**src/rtl/gen_counter_if.sv**
```systemverilog
// gen_counter_if -- control and status bundle for gen_counter.
//
// Signals:
//   sclr_n    synchronous clear, active-low
//   load_n    synchronous parallel load, active-low
//   p         load data
//   ent, enp  count enables (both high for a count step)
//   up        direction: 1 = up, 0 = down
//   mode      00 free-run, 01 modulo, 10 one-shot, 11 free-run
//   lim       limit for modulo / one-shot modes
//   q         registered count
//   rco       ripple carry out (combinational)
//   tc_pulse  registered one-cycle terminal-count event
//   done      registered one-shot completion flag
//
// master: the side that controls the counter; slave: the counter itself.
interface gen_counter_if #(
    parameter int WIDTH = 8
);
    logic             sclr_n;
    logic             load_n;
    logic [WIDTH-1:0] p;
    logic             ent;
    logic             enp;
    logic             up;
    logic [1:0]       mode;
    logic [WIDTH-1:0] lim;
    logic [WIDTH-1:0] q;
    logic             rco;
    logic             tc_pulse;
    logic             done;

    modport master (
        output sclr_n, load_n, p, ent, enp, up, mode, lim,
        input  q, rco, tc_pulse, done
    );

    modport slave (
        input  sclr_n, load_n, p, ent, enp, up, mode, lim,
        output q, rco, tc_pulse, done
    );
endinterface

```
**src/rtl/gen_counter.sv**
```systemverilog
// gen_counter -- programmable up/down counter, binary or BCD, with
// free-run, modulo and one-shot modes.
//
// Ports:
//   clk    rising-edge clock
//   rst_n  asynchronous active-low reset (clears q, tc_pulse, done)
//   bus    gen_counter_if.slave: controls in, q/rco/tc_pulse/done out
//
// Parameters:
//   WIDTH  counter width, 4..32 (multiple of 4 when BCD = 1)
//   BCD    0 = binary count, 1 = every nibble is a decade digit
module gen_counter #(
    parameter int WIDTH = 8,
    parameter bit BCD   = 1'b0
) (
    input  logic         clk,
    input  logic         rst_n,
    gen_counter_if.slave bus
);

    localparam int         NIB       = WIDTH / 4;
    localparam logic [1:0] MODE_MOD  = 2'b01;
    localparam logic [1:0] MODE_ONE  = 2'b10;

    // Largest representable count: all ones, or all nibbles 9 in BCD.
    function automatic logic [WIDTH-1:0] full_scale();
        logic [WIDTH-1:0] r;
        r = '1;
        if (BCD) begin
            r = '0;
            for (int i = 0; i < NIB; i++) r[i*4 +: 4] = 4'd9;
        end
        return r;
    endfunction

    localparam logic [WIDTH-1:0] MAX_VAL = full_scale();

    // Increment. In BCD a nibble of 9 or above (illegal codes included)
    // rolls to 0 and carries into the next nibble.
    function automatic logic [WIDTH-1:0] inc_val(input logic [WIDTH-1:0] v);
        logic [WIDTH-1:0] r;
        logic             carry;
        if (!BCD) return v + 1'b1;
        r     = v;
        carry = 1'b1;
        for (int i = 0; i < NIB; i++) begin
            if (carry) begin
                if (v[i*4 +: 4] >= 4'd9) begin
                    r[i*4 +: 4] = 4'd0;
                end else begin
                    r[i*4 +: 4] = v[i*4 +: 4] + 4'd1;
                    carry       = 1'b0;
                end
            end
        end
        return r;
    endfunction

    // Decrement. In BCD a 0 nibble becomes 9 and borrows; any other nibble
    // (illegal codes included) simply decrements in binary, no borrow.
    function automatic logic [WIDTH-1:0] dec_val(input logic [WIDTH-1:0] v);
        logic [WIDTH-1:0] r;
        logic             borrow;
        if (!BCD) return v - 1'b1;
        r      = v;
        borrow = 1'b1;
        for (int i = 0; i < NIB; i++) begin
            if (borrow) begin
                if (v[i*4 +: 4] == 4'd0) begin
                    r[i*4 +: 4] = 4'd9;
                end else begin
                    r[i*4 +: 4] = v[i*4 +: 4] - 4'd1;
                    borrow      = 1'b0;
                end
            end
        end
        return r;
    endfunction

    logic [WIDTH-1:0] q_r;
    logic             tc_r;
    logic             done_r;

    logic             limited;
    logic             one_shot;
    logic [WIDTH-1:0] tv;
    logic             at_tv;
    logic             step;
    logic [WIDTH-1:0] wrap_val;

    assign limited  = (bus.mode == MODE_MOD) || (bus.mode == MODE_ONE);
    assign one_shot = (bus.mode == MODE_ONE);

    // Terminal value for the current direction and mode.
    assign tv       = !bus.up ? '0 : (limited ? bus.lim : MAX_VAL);
    assign at_tv    = (q_r == tv);
    assign step     = bus.ent & bus.enp;

    // Value taken when stepping at the terminal value (not used in one-shot).
    assign wrap_val = bus.up ? '0 : (limited ? bus.lim : MAX_VAL);

    always_ff @(posedge clk or negedge rst_n) begin
        if (!rst_n) begin
            q_r    <= '0;
            tc_r   <= 1'b0;
            done_r <= 1'b0;
        end else if (!bus.sclr_n) begin
            q_r    <= '0;
            tc_r   <= 1'b0;
            done_r <= 1'b0;
        end else if (!bus.load_n) begin
            q_r    <= bus.p;
            tc_r   <= 1'b0;
            done_r <= 1'b0;
        end else if (step && !done_r) begin
            if (at_tv) begin
                tc_r <= 1'b1;
                // One-shot freezes q at the terminal value and latches done.
                if (one_shot) done_r <= 1'b1;
                else          q_r    <= wrap_val;
            end else begin
                // Off-terminal steps count naturally, including the case of
                // q above lim in modulo mode, which passes through the
                // free-run wrap without raising tc_pulse.
                q_r  <= bus.up ? inc_val(q_r) : dec_val(q_r);
                tc_r <= 1'b0;
            end
        end else begin
            tc_r <= 1'b0;
        end
    end

    assign bus.q        = q_r;
    assign bus.tc_pulse = tc_r;
    assign bus.done     = done_r;
    assign bus.rco      = bus.ent & at_tv;

endmodule

```
**src/flat_wrapper.sv**
```systemverilog
// flat-port wrapper written by rule: the top's interface ports become plain ports
module gen_counter_flat 
#(
    parameter int WIDTH = 8,
    parameter bit BCD   = 1'b0
)
  (clk, rst_n, bus_sclr_n, bus_load_n, bus_p, bus_ent, bus_enp, bus_up, bus_mode, bus_lim, bus_q, bus_rco, bus_tc_pulse, bus_done);
  gen_counter_if #(.WIDTH(WIDTH)) bus_i ();
  input  logic clk;
  input  logic rst_n;
  input wire logic [$bits(bus_i.sclr_n)-1:0] bus_sclr_n;
  input wire logic [$bits(bus_i.load_n)-1:0] bus_load_n;
  input wire logic [$bits(bus_i.p)-1:0] bus_p;
  input wire logic [$bits(bus_i.ent)-1:0] bus_ent;
  input wire logic [$bits(bus_i.enp)-1:0] bus_enp;
  input wire logic [$bits(bus_i.up)-1:0] bus_up;
  input wire logic [$bits(bus_i.mode)-1:0] bus_mode;
  input wire logic [$bits(bus_i.lim)-1:0] bus_lim;
  output wire logic [$bits(bus_i.q)-1:0] bus_q;
  output wire logic [$bits(bus_i.rco)-1:0] bus_rco;
  output wire logic [$bits(bus_i.tc_pulse)-1:0] bus_tc_pulse;
  output wire logic [$bits(bus_i.done)-1:0] bus_done;
  assign bus_i.sclr_n = bus_sclr_n;
  assign bus_i.load_n = bus_load_n;
  assign bus_i.p = bus_p;
  assign bus_i.ent = bus_ent;
  assign bus_i.enp = bus_enp;
  assign bus_i.up = bus_up;
  assign bus_i.mode = bus_mode;
  assign bus_i.lim = bus_lim;
  assign bus_q = bus_i.q;
  assign bus_rco = bus_i.rco;
  assign bus_tc_pulse = bus_i.tc_pulse;
  assign bus_done = bus_i.done;
  gen_counter #(.WIDTH(WIDTH), .BCD(BCD)) u_core (.clk(clk), .rst_n(rst_n), .bus(bus_i));
endmodule
```
**config.mk**
```make
export PLATFORM = sky130hd
export DESIGN_NAME = gen_counter_flat
export DESIGN_NICKNAME = d
export VERILOG_FILES = /design/src/rtl/gen_counter_if.sv /design/src/rtl/gen_counter.sv /design/src/flat_wrapper.sv
export SDC_FILE = /design/constraint.sdc
export NUM_CORES = 1
export LEC_CHECK = 0
export ABC_CLOCK_PERIOD_IN_PS = 3400
export BUFFER_PORTS_ARGS = -buffer_cell sky130_fd_sc_hd__buf_2
export CAP_MARGIN = 20
export CORE_UTILIZATION = 25
export DETAILED_ROUTE_END_ITERATION = 16
export GPL_ROUTABILITY_DRIVEN = 0
export GPL_TIMING_DRIVEN = 0
export PLACE_DENSITY = 0.57
export SETUP_SLACK_MARGIN = 0.5
export SLEW_MARGIN = 20
export SYNTH_ARGS = -nofsm -noshare
export SYNTH_HDL_FRONTEND = slang
export SYNTH_SLANG_ARGS = --single-unit
```
**constraint.sdc**
```tcl
create_clock -name clk -period 3.4 [get_ports clk]
set_clock_uncertainty 0.15 [all_clocks]
set_input_delay 0 -clock clk [delete_from_list [all_inputs] [get_ports clk]]
set_output_delay 0 -clock clk [all_outputs]
set_load 0.01 [all_outputs]
```
* Word level (Yosys, flattened, before mapping)
Index checks and enable logic that the tools add are counted.
** Storage, ports and cells
- Input bits :: 25
- Word-level logic and storage cells :: 73
- Bits in registers :: 10
- Output and inout bits :: 11
** Operators by class
- Multiplexer cells :: 42
- Add/subtract/negate cells :: 6
- Bitwise operators :: 2
- Magnitude comparators :: 2
- Equality and inequality tests :: 9
- Reduce and logical (&&, ||, !) cells :: 8
** Operator list (count)
- $mux 8 :: 11
- $mux 1 :: 25
- $mux 4 :: 6
- $ne 3x2->1 const B :: 3
- $add 4x1->4 const B :: 2
- $add 8x1->8 const B :: 1
- $eq 8x8->1 :: 1
- $ge 4x4->1 const B :: 2
- $logic_not 4->1 :: 2
- $sub 4x1->4 const B :: 2
- $sub 8x1->8 const B :: 1
- $ne 6x2->1 const B :: 1
- $ne 6x3->1 const B :: 1
- $ne 4x4->1 const B :: 1
- $reduce_and 4->1 :: 1
- $reduce_and 3->1 :: 1
- $and 1x1->1 :: 2
- $eq 2x1->1 const B :: 1
- $eq 2x2->1 const B :: 1
- $reduce_and 2->1 :: 1
- $logic_and 1x1->1 :: 1
- $logic_not 1->1 :: 1
- $logic_or 1x1->1 :: 1

* Logic depth before layout (Yosys ltp)
- Depth in word-level cells :: 21
- Gate-level depth with buffers :: 11
- Mapped depth without buffers :: 9

* Worst setup path before layout
Ideal clock, no wire load.
- Path kind :: reg2reg
- Start point :: register u_core.q_r[1], in the netlist u_core.bus.q[1]
- End point :: register u_core.q_r[7], in the netlist u_core.bus.q[7]
- Required time :: 3.158 ns
- Cell stages (with the launch flop) :: 9
- Path slack :: 1.027 ns
- Path buffers :: 0
- Clock period less this slack :: 2.373 ns
- Setup time :: 0.092 ns
- Arrival time :: 2.132 ns
- Cells stage by stage :: dfrtp_1 > ha_1 > a21o_1 > a21oi_1 > o21ai_0 > xor2_1 > mux2_1 > o211a_1 > o31ai_2
** Between the ends
- Cells in the longest elaborated chain, start to end :: 9
- Elaborated cells on any way between the ends :: 28
- Those cells by class :: 2 x add/sub; 1 x order compare; 4 x eq/ne; 19 x mux; 2 x reduce/logical
** RTL lines
- start, declared :: RTL line gen_counter.sv:80 : logic [WIDTH-1:0] q_r;
- start signal, assigned :: RTL line gen_counter.sv:112 : q_r <= bus.p;
- start signal, assigned :: RTL line gen_counter.sv:120 : else q_r <= wrap_val;
- start signal, assigned :: RTL line gen_counter.sv:125 : q_r <= bus.up ? inc_val(q_r) : dec_val(q_r);
- $ge 4x4->1 / $logic_not 4->1 (equally long branches) :: RTL line gen_counter.sv:48, gen_counter.sv:69
- $mux 1, on equally long branches :: RTL line gen_counter.sv:48, gen_counter.sv:69
- $mux 1, on equally long branches :: RTL line gen_counter.sv:44, gen_counter.sv:65
- $mux 1 :: RTL line gen_counter.sv:116 : if (at_tv) begin
- $mux 1 :: RTL line gen_counter.sv:115 : end else if (step && !done_r) begin
- $mux 1 :: RTL line gen_counter.sv:111 : end else if (!bus.load_n) begin
- $mux 1 :: RTL line gen_counter.sv:107 : end else if (!bus.sclr_n) begin
- $ne 6x3->1 (no line) / $ne 6x2->1 (equally long branches)
- $reduce_and 4->1 (no line)
Parallel ways exist; a longest one is shown, timed or not. The select of a mux whose other input is x is not followed.
A chain may end at the register's enable or synchronous reset.

* Worst setup path in the final report
- Start point :: register u_core.q_r[6], in the netlist u_core.bus.q[6]
- End point :: register u_core.done_r, in the netlist u_core.bus.done
** Between the ends
- Cells in the longest elaborated chain, start to end :: 3
** RTL lines
- $eq 8x8->1 :: RTL line gen_counter.sv:96 : assign at_tv = (q_r == tv);
- $ne 3x2->1 (no line)
- $reduce_and 3->1 (no line)
- end signal, assigned :: RTL line gen_counter.sv:106 : done_r <= 1'b0;
- end signal, assigned :: RTL line gen_counter.sv:110 : done_r <= 1'b0;
- end signal, assigned :: RTL line gen_counter.sv:114 : done_r <= 1'b0;
- end, declared :: RTL line gen_counter.sv:82 : logic done_r;
Every way passes these cells.

==> results.yml <==
synthesis:
  synth_area_mm2: 0.001197
  synth_edf_count: 0
  yosysSeqAreaShare_pct: 20.90
  synth_nets: 180
  yosysWarnings: 0
  ys_types: 42
  synth_ff_type: "dfrtp_1"
  syn_inst: 147
  synth_seq_cells: 10
  async_flop_share_pct: 100.0
  avgSynthCellArea_um2: 8.146
clock_network:
  max-clock-path-buffers: 2
  cts_tree: "built"
  clk_pin_slew_worst_paths_ns: 0.05
  cts.htree.levels: 1
  clk_latency_ns: 0.23
  cts_made_buffers: 3
  clock-root-buffer: "clkbuf_8"
  cts_sinks: 10
layout:
  syn_to_final_growth_pct: 28.63
  post-route-cell-area_mm2: 0.001540
  fillers: 489
  drive_gt1_share_pct: 26.32
  n_antenna_cell: 0
  fin_util_pct: 34.42
  register_area_um2: 251.5
  nets: 224
  multi_input_area_um2: 875.8
timing:
  hold_viol_final: 0
  finalSetupTns_ns: 0
  setup_slack_ns: 0.6485
  rsz0062_at_grt: "false"
  slew_headroom_pct: 69.74
  min_period_ns: 2.751
  max_freq_mhz: 363.4
  fin_crit_sh_pct: 80.93
  setup_viol_count_final: 0
  worst_slew_pin_slew_ns: 0.4539
  slew_viol_final: 0
critical_path:
  path_cells: "nand4bb_1, a211oi_1, o22ai_1, a221o_2, buf_6, nor3_1, nor2_1, nor2_1, dlygate4sd3_1"
  reg2regPathDepth: 9
  worst_path_max_delay_cell: "dlygate4sd3_1"
  max_stage_delay_ns: 0.54
  end_kind: "register"
  cp.required_ns: 3.42
  cp_max_fo: 10
  rr_startpoint: "u_core.bus.q[6]$_DFFE_PN0P_"
  crit_family: "compound AO/OA/AOI/OAI gates"
  crit_buf_inv: 2
  worst-r2r-setup-slack_ns: 0.65
  cp_data_arrival_time_ns: 2.77
  r2r_end: "u_core.bus.done$_DFFE_PN0P_"
  critPathMostFrequentCell: "nor2_1"
  start_kind: "register"
  worstSetupPathType: "reg -> reg"
die:
  row_count: 24
  die_y_um: 71.21
  core_area_mm2: 0.004474
  die_area_mm2: 0.005070
  ioPinCount: 36
  initial_core_util_pct: 26.76
  fp.dieW_um: 71.21
placement:
  pre_cts_slack_ns: 0.7259
  io_buffer_count: 34
  place_hpwl_um: 2675
  place_area_mm2: 0.001433
routing:
  antenna_left: 0
  wl_per_cell_um: 14.46
  drcViolationCount: 2
  routed_wl_um: 3500
  first_pass_iters: 10
  drt-initial-drc-count: 42
  vias: 1267
  drt-vias-per-instance: 5.236
power_and_ir_drop:
  vdd_drop_max_uv: 107.6
  p_leak_uw: 0.0007389
  power_density_mw_per_mm2: 347.2
min_path:
  min_path_type: "in -> async"
global_routing:
  grt_max_degree: 14
  grt_pass1_vias: 1209
  grt.overflow.total: 0
  grt_use_total_pct: 13.96
  antenna_found_initial: 0
  grt_pass1_wl_um: 5602
run:
  maxCapViolCount: 0
outcome:
  violations: "DRC"
  status: "finished with violations"
-- final cells by class --
cell class / instances / share of cell area [%]
clock buffer: 4 / 3.574
tap: 52 / 4.224
timing repair buffer: 39 / 14.30
sequential: 10 / 16.33
inverter: 7 / 1.706
multi-input combinational: 122 / 56.86
buffer: 8 / 3.006
-- stage by stage --
stage | power, µW | cells | hold WS [ns]
after CTS | 540.6 | 242 | 0.008062
after floorplan | 311.4 | 147 | -0.4456
after detailed placement | 386.5 | 233 | -0.2723
after global placement | 385.1 | 233 | -0.2744
after global routing | 576.1 | 242 | 0.03864
final | 534.8 | 242 | 0.01788
-- cell families (layout without fill, tap and decap cells) --
group / count (synthesis) / after routing / synth area share [%]
simple gates: 47 / 47 / 21.74
xor+xnor: 4 / 4 / 2.926
buf+inv: 15 / 58 / 6.061
fa+ha+maj: 8 / 8 / 8.986
mux: 7 / 7 / 6.583
compound gates: 56 / 56 / 32.81
flops: 10 / 10 / 20.90
-- synth_stat cells, types with 3 or more instances --
cell type	instances	area, µm²
dfrtp_1	10	250.2
ha_1	7	87.58
clkbuf_1	5	18.77
a21oi_1	7	35.03
o21ai_0	16	80.08
nand3_1	5	25.02
nand2_1	8	30.03
inv_1	7	26.28
a21o_1	9	67.56
a211oi_1	7	52.55
nor3_1	3	15.01
nor2_1	18	67.56
mux2i_1	3	30.03
nand4bb_1	8	90.09
-- flip-flops by register name (all words and copies together) (netlist names) --
register             count
u_core.bus.tc_pulse      1
u_core.bus.q             8
u_core.bus.done          1
-- timing repair --
action / in CTS / in global routing
gates resized for setup: 0 / 2
endpoints found under the hold margin: 13 / 0
setup buffers: 0 / 0
hold buffers: 5 / 0
setup endpoints to repair: 0 / 1
-- layer usage --
| layer | share of wire (%) | up-vias | wire, µm | global-route usage [%] |
|---|---|---|---|---|
| li1 | - | 640 | - | - |
| met1 | 47 | 588 | 1655 | 17.67 |
| met2 | 47 | 29 | 1632 | 23.60 |
| met3 | 3.5 | 10 | 124 | 2.707 |
| met4 | 2.5 | 0 | 88 | 4.889 |
| met5 | 0 | - | 0 | 0 |
-- where the power goes --
part / total (µW) / leakage (µW) / switching (µW) / internal [µW]
clock: 146 / 0.0000288 / 44.3 / 102
sequential: 160 / 0.000129 / 28.8 / 132
combinational: 228 / 0.000581 / 116 / 112
total: 535 / 0.000739 / 190 / 345
-- how the worst max path moves through the flow --
stage / start / endpoint / slack, ns / depth (start not counted)
3_5_place_dp: bus_mode[0] / u_core.bus.q[3]$_DFFE_PN0P_ / 0.73 / 12
4_1_cts: u_core.bus.q[6]$_DFFE_PN0P_ / u_core.bus.done$_DFFE_PN0P_ / 0.64 / 9
6_report: u_core.bus.q[6]$_DFFE_PN0P_ / u_core.bus.done$_DFFE_PN0P_ / 0.65 / 9
2_1_floorplan: u_core.bus.q[1]$_DFFE_PN0P_ / u_core.bus.q[7]$_DFFE_PN0P_ / 1.03 / 8
5_1_grt: u_core.bus.q[6]$_DFFE_PN0P_ / u_core.bus.done$_DFFE_PN0P_ / 0.51 / 9
3_3_place_gp: bus_mode[0] / u_core.bus.q[3]$_DFFE_PN0P_ / 0.75 / 12
-- layout by cell type, fill, tap and decap left out, drive strengths merged, types with 2 or more instances in the layout --
| cell type | n |
|---|---|
| nand3 | 5 |
| xnor2 | 2 |
| dlygate4sd3 | 5 |
| dfrtp | 10 |
| nor2 | 18 |
| buf | 37 |
| a21o | 9 |
| nand4bb | 8 |
| ha | 7 |
| clkbuf | 9 |
| nand2 | 8 |
| nor3 | 3 |
| xor2 | 2 |
| mux2i | 3 |
| mux2 | 4 |
| inv | 7 |
| a31oi | 2 |
| o32ai | 2 |
| a21oi | 7 |
| o22ai | 2 |
| o21ai | 17 |
| o31a | 2 |
| a211oi | 8 |
(Power assumes the default switching activity.)
